[config.mk]
export PLATFORM = sky130hd
export DESIGN_NAME = rx_frame_ctrl
export DESIGN_NICKNAME = d
export VERILOG_FILES = /design/src/rtl/rx_frame_ctrl.sv
export SDC_FILE = /design/constraint.sdc
export NUM_CORES = 1
export LEC_CHECK = 0
export ABC_AREA = 1
export BUFFER_PORTS_ARGS = -buffer_cell sky130_fd_sc_hd__buf_2
export CAP_MARGIN = 10
export CORE_MARGIN = 3
export CORE_UTILIZATION = 62
export DETAILED_ROUTE_END_ITERATION = 7
export HOLD_SLACK_MARGIN = 0.12
export PLACE_DENSITY = 0.95
export SLEW_MARGIN = 20
export SYNTH_ARGS = -nofsm -noshare
export SYNTH_HDL_FRONTEND = slang
export SYNTH_SLANG_ARGS = --single-unit
[constraint.sdc]
create_clock -name clk -period 3.3 [get_ports clk]
set_clock_uncertainty 0.15 [all_clocks]
set_input_delay 0.33 -clock clk [delete_from_list [all_inputs] [get_ports clk]]
set_output_delay 0.33 -clock clk [all_outputs]
set_load 0.02 [all_outputs]
[src/rtl/rx_frame_ctrl.sv]
// rtl/rx_frame_ctrl.sv - header-decoded frame loader feeding matrix/vector buffers and MVM start/done handshake
module rx_frame_ctrl #(
  parameter int W_IN    = 16,
  parameter int ADDR_W  = 10,
  parameter int TIMEOUT = 1024
) (
  input  logic              clk,
  input  logic              rstn,
  input  logic              s_valid,
  input  logic [W_IN-1:0]   s_data,
  output logic              mem_we,
  output logic              mem_sel,
  output logic [ADDR_W-1:0] mem_addr,
  output logic [W_IN-1:0]   mem_wdata,
  output logic              start,
  input  logic              done,
  output logic              busy,
  output logic              err,
  output logic [1:0]        err_code
);

  localparam int TW = (TIMEOUT > 1) ? $clog2(TIMEOUT + 1) : 1;
  localparam logic [TW-1:0]   T_MAX = TW'(TIMEOUT - 1);
  localparam logic [ADDR_W:0] N_MAX = {1'b1, {ADDR_W{1'b0}}};

  localparam logic [3:0] OP_LOAD_MAT = 4'd1;
  localparam logic [3:0] OP_LOAD_VEC = 4'd2;
  localparam logic [3:0] OP_START    = 4'd3;

  localparam logic [1:0] E_HEADER  = 2'd1;
  localparam logic [1:0] E_TIMEOUT = 2'd2;
  localparam logic [1:0] E_DROP    = 2'd3;

  typedef enum logic [1:0] {
    S_IDLE,
    S_LOAD,
    S_RUN,
    S_WAIT
  } state_t;

  state_t              state_q, state_d;
  logic [ADDR_W-1:0]   addr_q, addr_d;
  logic [ADDR_W:0]     rem_q, rem_d;
  logic [TW-1:0]       tcnt_q, tcnt_d;
  logic                sel_q, sel_d;
  logic                we_q, we_d;
  logic [ADDR_W-1:0]   waddr_q, waddr_d;
  logic [W_IN-1:0]     wdata_q, wdata_d;
  logic                start_q, start_d;
  logic                err_q, err_d;
  logic [1:0]          err_code_q, err_code_d;

  logic [3:0]          hdr_op;
  logic [ADDR_W:0]     hdr_len;
  logic                hdr_load_ok;

  assign hdr_op      = s_data[W_IN-1 -: 4];
  assign hdr_len     = s_data[ADDR_W:0];
  assign hdr_load_ok = ((hdr_op == OP_LOAD_MAT) || (hdr_op == OP_LOAD_VEC)) &&
                       (hdr_len != '0) && (hdr_len <= N_MAX);

  always_ff @(posedge clk or negedge rstn) begin
    if (!rstn) begin
      state_q    <= S_IDLE;
      addr_q     <= '0;
      rem_q      <= '0;
      tcnt_q     <= '0;
      sel_q      <= 1'b0;
      we_q       <= 1'b0;
      waddr_q    <= '0;
      wdata_q    <= '0;
      start_q    <= 1'b0;
      err_q      <= 1'b0;
      err_code_q <= 2'd0;
    end else begin
      state_q    <= state_d;
      addr_q     <= addr_d;
      rem_q      <= rem_d;
      tcnt_q     <= tcnt_d;
      sel_q      <= sel_d;
      we_q       <= we_d;
      waddr_q    <= waddr_d;
      wdata_q    <= wdata_d;
      start_q    <= start_d;
      err_q      <= err_d;
      err_code_q <= err_code_d;
    end
  end

  always_comb begin
    state_d    = state_q;
    addr_d     = addr_q;
    rem_d      = rem_q;
    tcnt_d     = tcnt_q;
    sel_d      = sel_q;
    we_d       = 1'b0;
    waddr_d    = waddr_q;
    wdata_d    = wdata_q;
    start_d    = 1'b0;
    err_d      = 1'b0;
    err_code_d = err_code_q;

    case (state_q)
      S_IDLE: begin
        if (s_valid) begin
          if (hdr_load_ok) begin
            state_d = S_LOAD;
            addr_d  = '0;
            rem_d   = hdr_len;
            tcnt_d  = '0;
            sel_d   = (hdr_op == OP_LOAD_VEC);
          end else if (hdr_op == OP_START) begin
            state_d = S_RUN;
            start_d = 1'b1;
          end else begin
            err_d      = 1'b1;
            err_code_d = E_HEADER;
          end
        end
      end

      S_LOAD: begin
        // A word arriving on the last allowed idle cycle still wins over the timeout.
        if (s_valid) begin
          we_d    = 1'b1;
          waddr_d = addr_q;
          wdata_d = s_data;
          addr_d  = addr_q + ADDR_W'(1);
          rem_d   = rem_q - (ADDR_W+1)'(1);
          tcnt_d  = '0;
          if (rem_q == (ADDR_W+1)'(1)) begin
            state_d = S_IDLE;
          end
        end else if (tcnt_q == T_MAX) begin
          state_d    = S_IDLE;
          tcnt_d     = '0;
          err_d      = 1'b1;
          err_code_d = E_TIMEOUT;
        end else begin
          tcnt_d = tcnt_q + TW'(1);
        end
      end

      S_RUN: begin
        state_d = S_WAIT;
        if (s_valid) begin
          err_d      = 1'b1;
          err_code_d = E_DROP;
        end
      end

      S_WAIT: begin
        if (s_valid) begin
          err_d      = 1'b1;
          err_code_d = E_DROP;
        end
        if (done) begin
          state_d = S_IDLE;
        end
      end

      default: begin
        state_d = S_IDLE;
      end
    endcase
  end

  assign mem_we    = we_q;
  assign mem_sel   = sel_q;
  assign mem_addr  = waddr_q;
  assign mem_wdata = wdata_q;
  assign start     = start_q;
  assign err       = err_q;
  assign err_code  = err_code_q;
  assign busy      = (state_q != S_IDLE);

endmodule

==> summary.md <==
| Metric | Value |
|---|---|
| Worst Max-Slew Pin Slew | 0.760 ns |
| Crit-path max cell delay | 0.54 ns |
| Post-synth cell types | 34 |
| Global-route wire length before repair | 16,400 µm |
| Synthesized flop and latch total | 66 |
| MaxCap Viol Count | 0 |
| Final #Nets | 582 |
| Largest net degree at the start of global routing | 47 |
| Number of remaining DRC errors | 0 |
| Largest area contributor in the netlist | dfrtp_1 |
| WHS Path Cells | 3 |
| Clk Latency, worst-skew pair | 0.36 ns |
| CP Depth | 12 |
| RSZ-0062 raised after global routing | false |
| Die area | 6910 µm² |
| Post-CTS setup buffer count | 0 |
| FMAX | 0.409 GHz |
| Clock Pin Slew Worst Setup and Hold Paths | 0.08 ns |
| Worst Setup SP | s_data[1] |
| Resized cells post-CTS | 0 |
| Initial antenna violation count | 0 |
| GRT overflow | 0 |
| CP Class | in2reg |
| Most common cell after layout, fill and taps aside | nand2_1 |
| Post-route minimum period | 2.44 ns |
| Register area share after synthesis | 0.448 |
| Relative slew margins | 0.493 |
| Pwr/cell area | 776 nW/µm² |
| Vias per cell | 5.85 |
| Worst Path Max Fanout | 22 |
| Antenna Cells | 0 |
| DRT Pass-1 Iters | 6 |
| H-Tree Depth | 3 |
| Cell family with most CP delay | simple AND/OR/NAND/NOR gates |
| CTS tree | done |
| WL final | 9860 µm |
| Worst r2r src | state_q[1] |
| Cell row count | 27 |
| Number of buffers added on ports | 52 |
| Final GP Congestion | 0.919 |
| Final worst slack | 0.855 ns |
| Synthesized area | 3690 µm² |
| R2r worst-path depth | 7 |
| Worst Hold Launch | s_data[3] |
| Post-DP HPWL | 6500 µm |
| Initial drt markers | 456 |
| Die height | 83.1 µm |
| Worst path slowest cell | dlygate4sd3_1 |
| Hold Path End | mem_wdata[3] |
| Most used cell, CP | nand2_1 |
| Fraction of layout cells with a size suffix above 1 | 0.169 |
| Hold Buf Count CTS | 15 |
| Worst reg2reg path endpoint | mem_addr[0] |
| Synth Instances | 497 |
| TNS Setup | 0 ns |
| Initial Util | 0.654 |
| Syn avg cell area | 7.42 µm² |
| Setup violators final | 0 |
| Clk sinks | 66 |
| Period Utilization, post-route | 0.741 |
| Vias | 3,714 |
| Post-synth top area share | 0.448 |
| Critical path, cell by cell | dlygate4sd3_1 > buf_2 > nor2_1 > nand2_1 > nor2_2 > nand2_1 > nand2_2 > nand2_2 > nand2_4 > nand3_4 > nand2_1 > nand2_1 |
| Boundary Pins | 53 |
| Crit. End Element | register |
| CP required | 3.39 ns |
| Most frequent cells in the layout | nand2_1, dfrtp_1, buf_2 |
| Cell types occupying the most area after synthesis | dfrtp_1, nand2_1, nand4_1 |
| Routed WL per cell | 15.5 µm |
| Routed Antenna Nets | 0 |
| Total GRT Usage | 0.290 |
| Worst Path Arrival | 2.53 ns |
| CTS Buffer Depth | 2 |
| Flop2flop setup slack | 1.16 ns |
| HP Class | in2reg |
| Worst vdd rail ir drop | 496 µV |
| Outcome | completed |
| Synth-to-Final Area Change | 15.6% |
| Chip Width | 83.1 µm |
| Synthesis Warnings | 0 |
| Clock buffer count from CTS | 9 |
| Vias in the first global route | 3,518 |
| Crit start category | input port |
| Hold Vio Cnt, Final | 0 |
| Leak | 2.33 nW |
| Max-slew violation count | 0 |
| Core ar. | 5640 µm² |
| Clock root buffer | clkbuf_8 |
| Pre-CTS setup slack | 1.02 ns |
| Mapped Nets | 521 |
| Worst Path Buf+Inv | 2 |
-- through the flow --
stage                     hold slack (ns)  cells  instance area, µm²  utilization  power, W
after global routing                0.146    635                4260        0.755   0.00351
after global placement              0.300    604                3920        0.695   0.00252
after CTS                           0.124    635                4260        0.755   0.00326
after floorplan                    -0.116    497                3690            -   0.00226
after detailed placement            0.304    604                3920        0.695   0.00260
final                               0.131    635                4260        0.755   0.00331
-- worst max-delay path by stage --
stage | to | slack (ns)
3_3_place_gp | mem_addr[0] | 1.07
4_1_cts | rem_q[0] | 0.99
6_report | addr_q[7] | 0.86
3_5_place_dp | mem_addr[0] | 1.02
5_1_grt | rem_q[7] | 0.73
2_1_floorplan | state_q[0] | 1.71
-- state kept, by name, indices dropped and copies added (netlist names) --
name and count:
addr_q 10, err 1, err_code 2, mem_addr 10, mem_sel 1, mem_wdata 16, mem_we 1, rem_q 11
start 1, state_q 2, tcnt_q 11
-- worst min-delay path, stage by stage --
cell     delay (ns)
buf_2          0.10
inv_1          0.09
o21ai_1        0.08
-- synth_stat cells, drive strengths merged --
cell and number:
a21oi 4, buf 17, clkbuf 2, nor3 7, a22oi 2, nand4 34, xnor2 1, o21a 1
or2 2, nor2 43, o21bai 1, dfrtp 66, nand3b 2, inv 54, nand2 204, o21ai 23
xor2 6, ha 4, nand3 24
-- power by group --
group,switching (W),total [W],internal [W]
clock network,0.000366,0.000651,0.000285
registers,0.000210,0.00125,0.00104
logic,0.000985,0.00140,0.000417
-- layer usage --
metal | global-route usage | vias to the layer above | part of all wire
li1 | - | 1705 | -
met1 | 0.361 | 1719 | 0.39
met2 | 0.483 | 236 | 0.50
met3 | 0.0556 | 54 | 0.076
met4 | 0.140 | 0 | 0.037
met5 | 0 | - | 0
-- cell families (layout without fill, tap and decap cells) --
kind of cell	Yosys count	count (layout)	share of synthesized area
buffers and inverters	73	139	0.0906
and+or+nand+nor	316	316	0.385
adders and majority gates	4	4	0.0136
xor gates and xnor gates	7	7	0.0166
DFF	66	66	0.448
AOI/OAI and AO/OA	31	31	0.0458
-- cell type report --
type                       count  area (µm²)
fill                         362        1380
sequential                    66        1650
multi-input combinational    358        1700
clock inverter                 7        61.3
clock buffer                   9         124
tap                           72        90.1
timing repair buffer          69         428
inverter                      54         205
No activity file was read; power rests on OpenSTA's default activity.
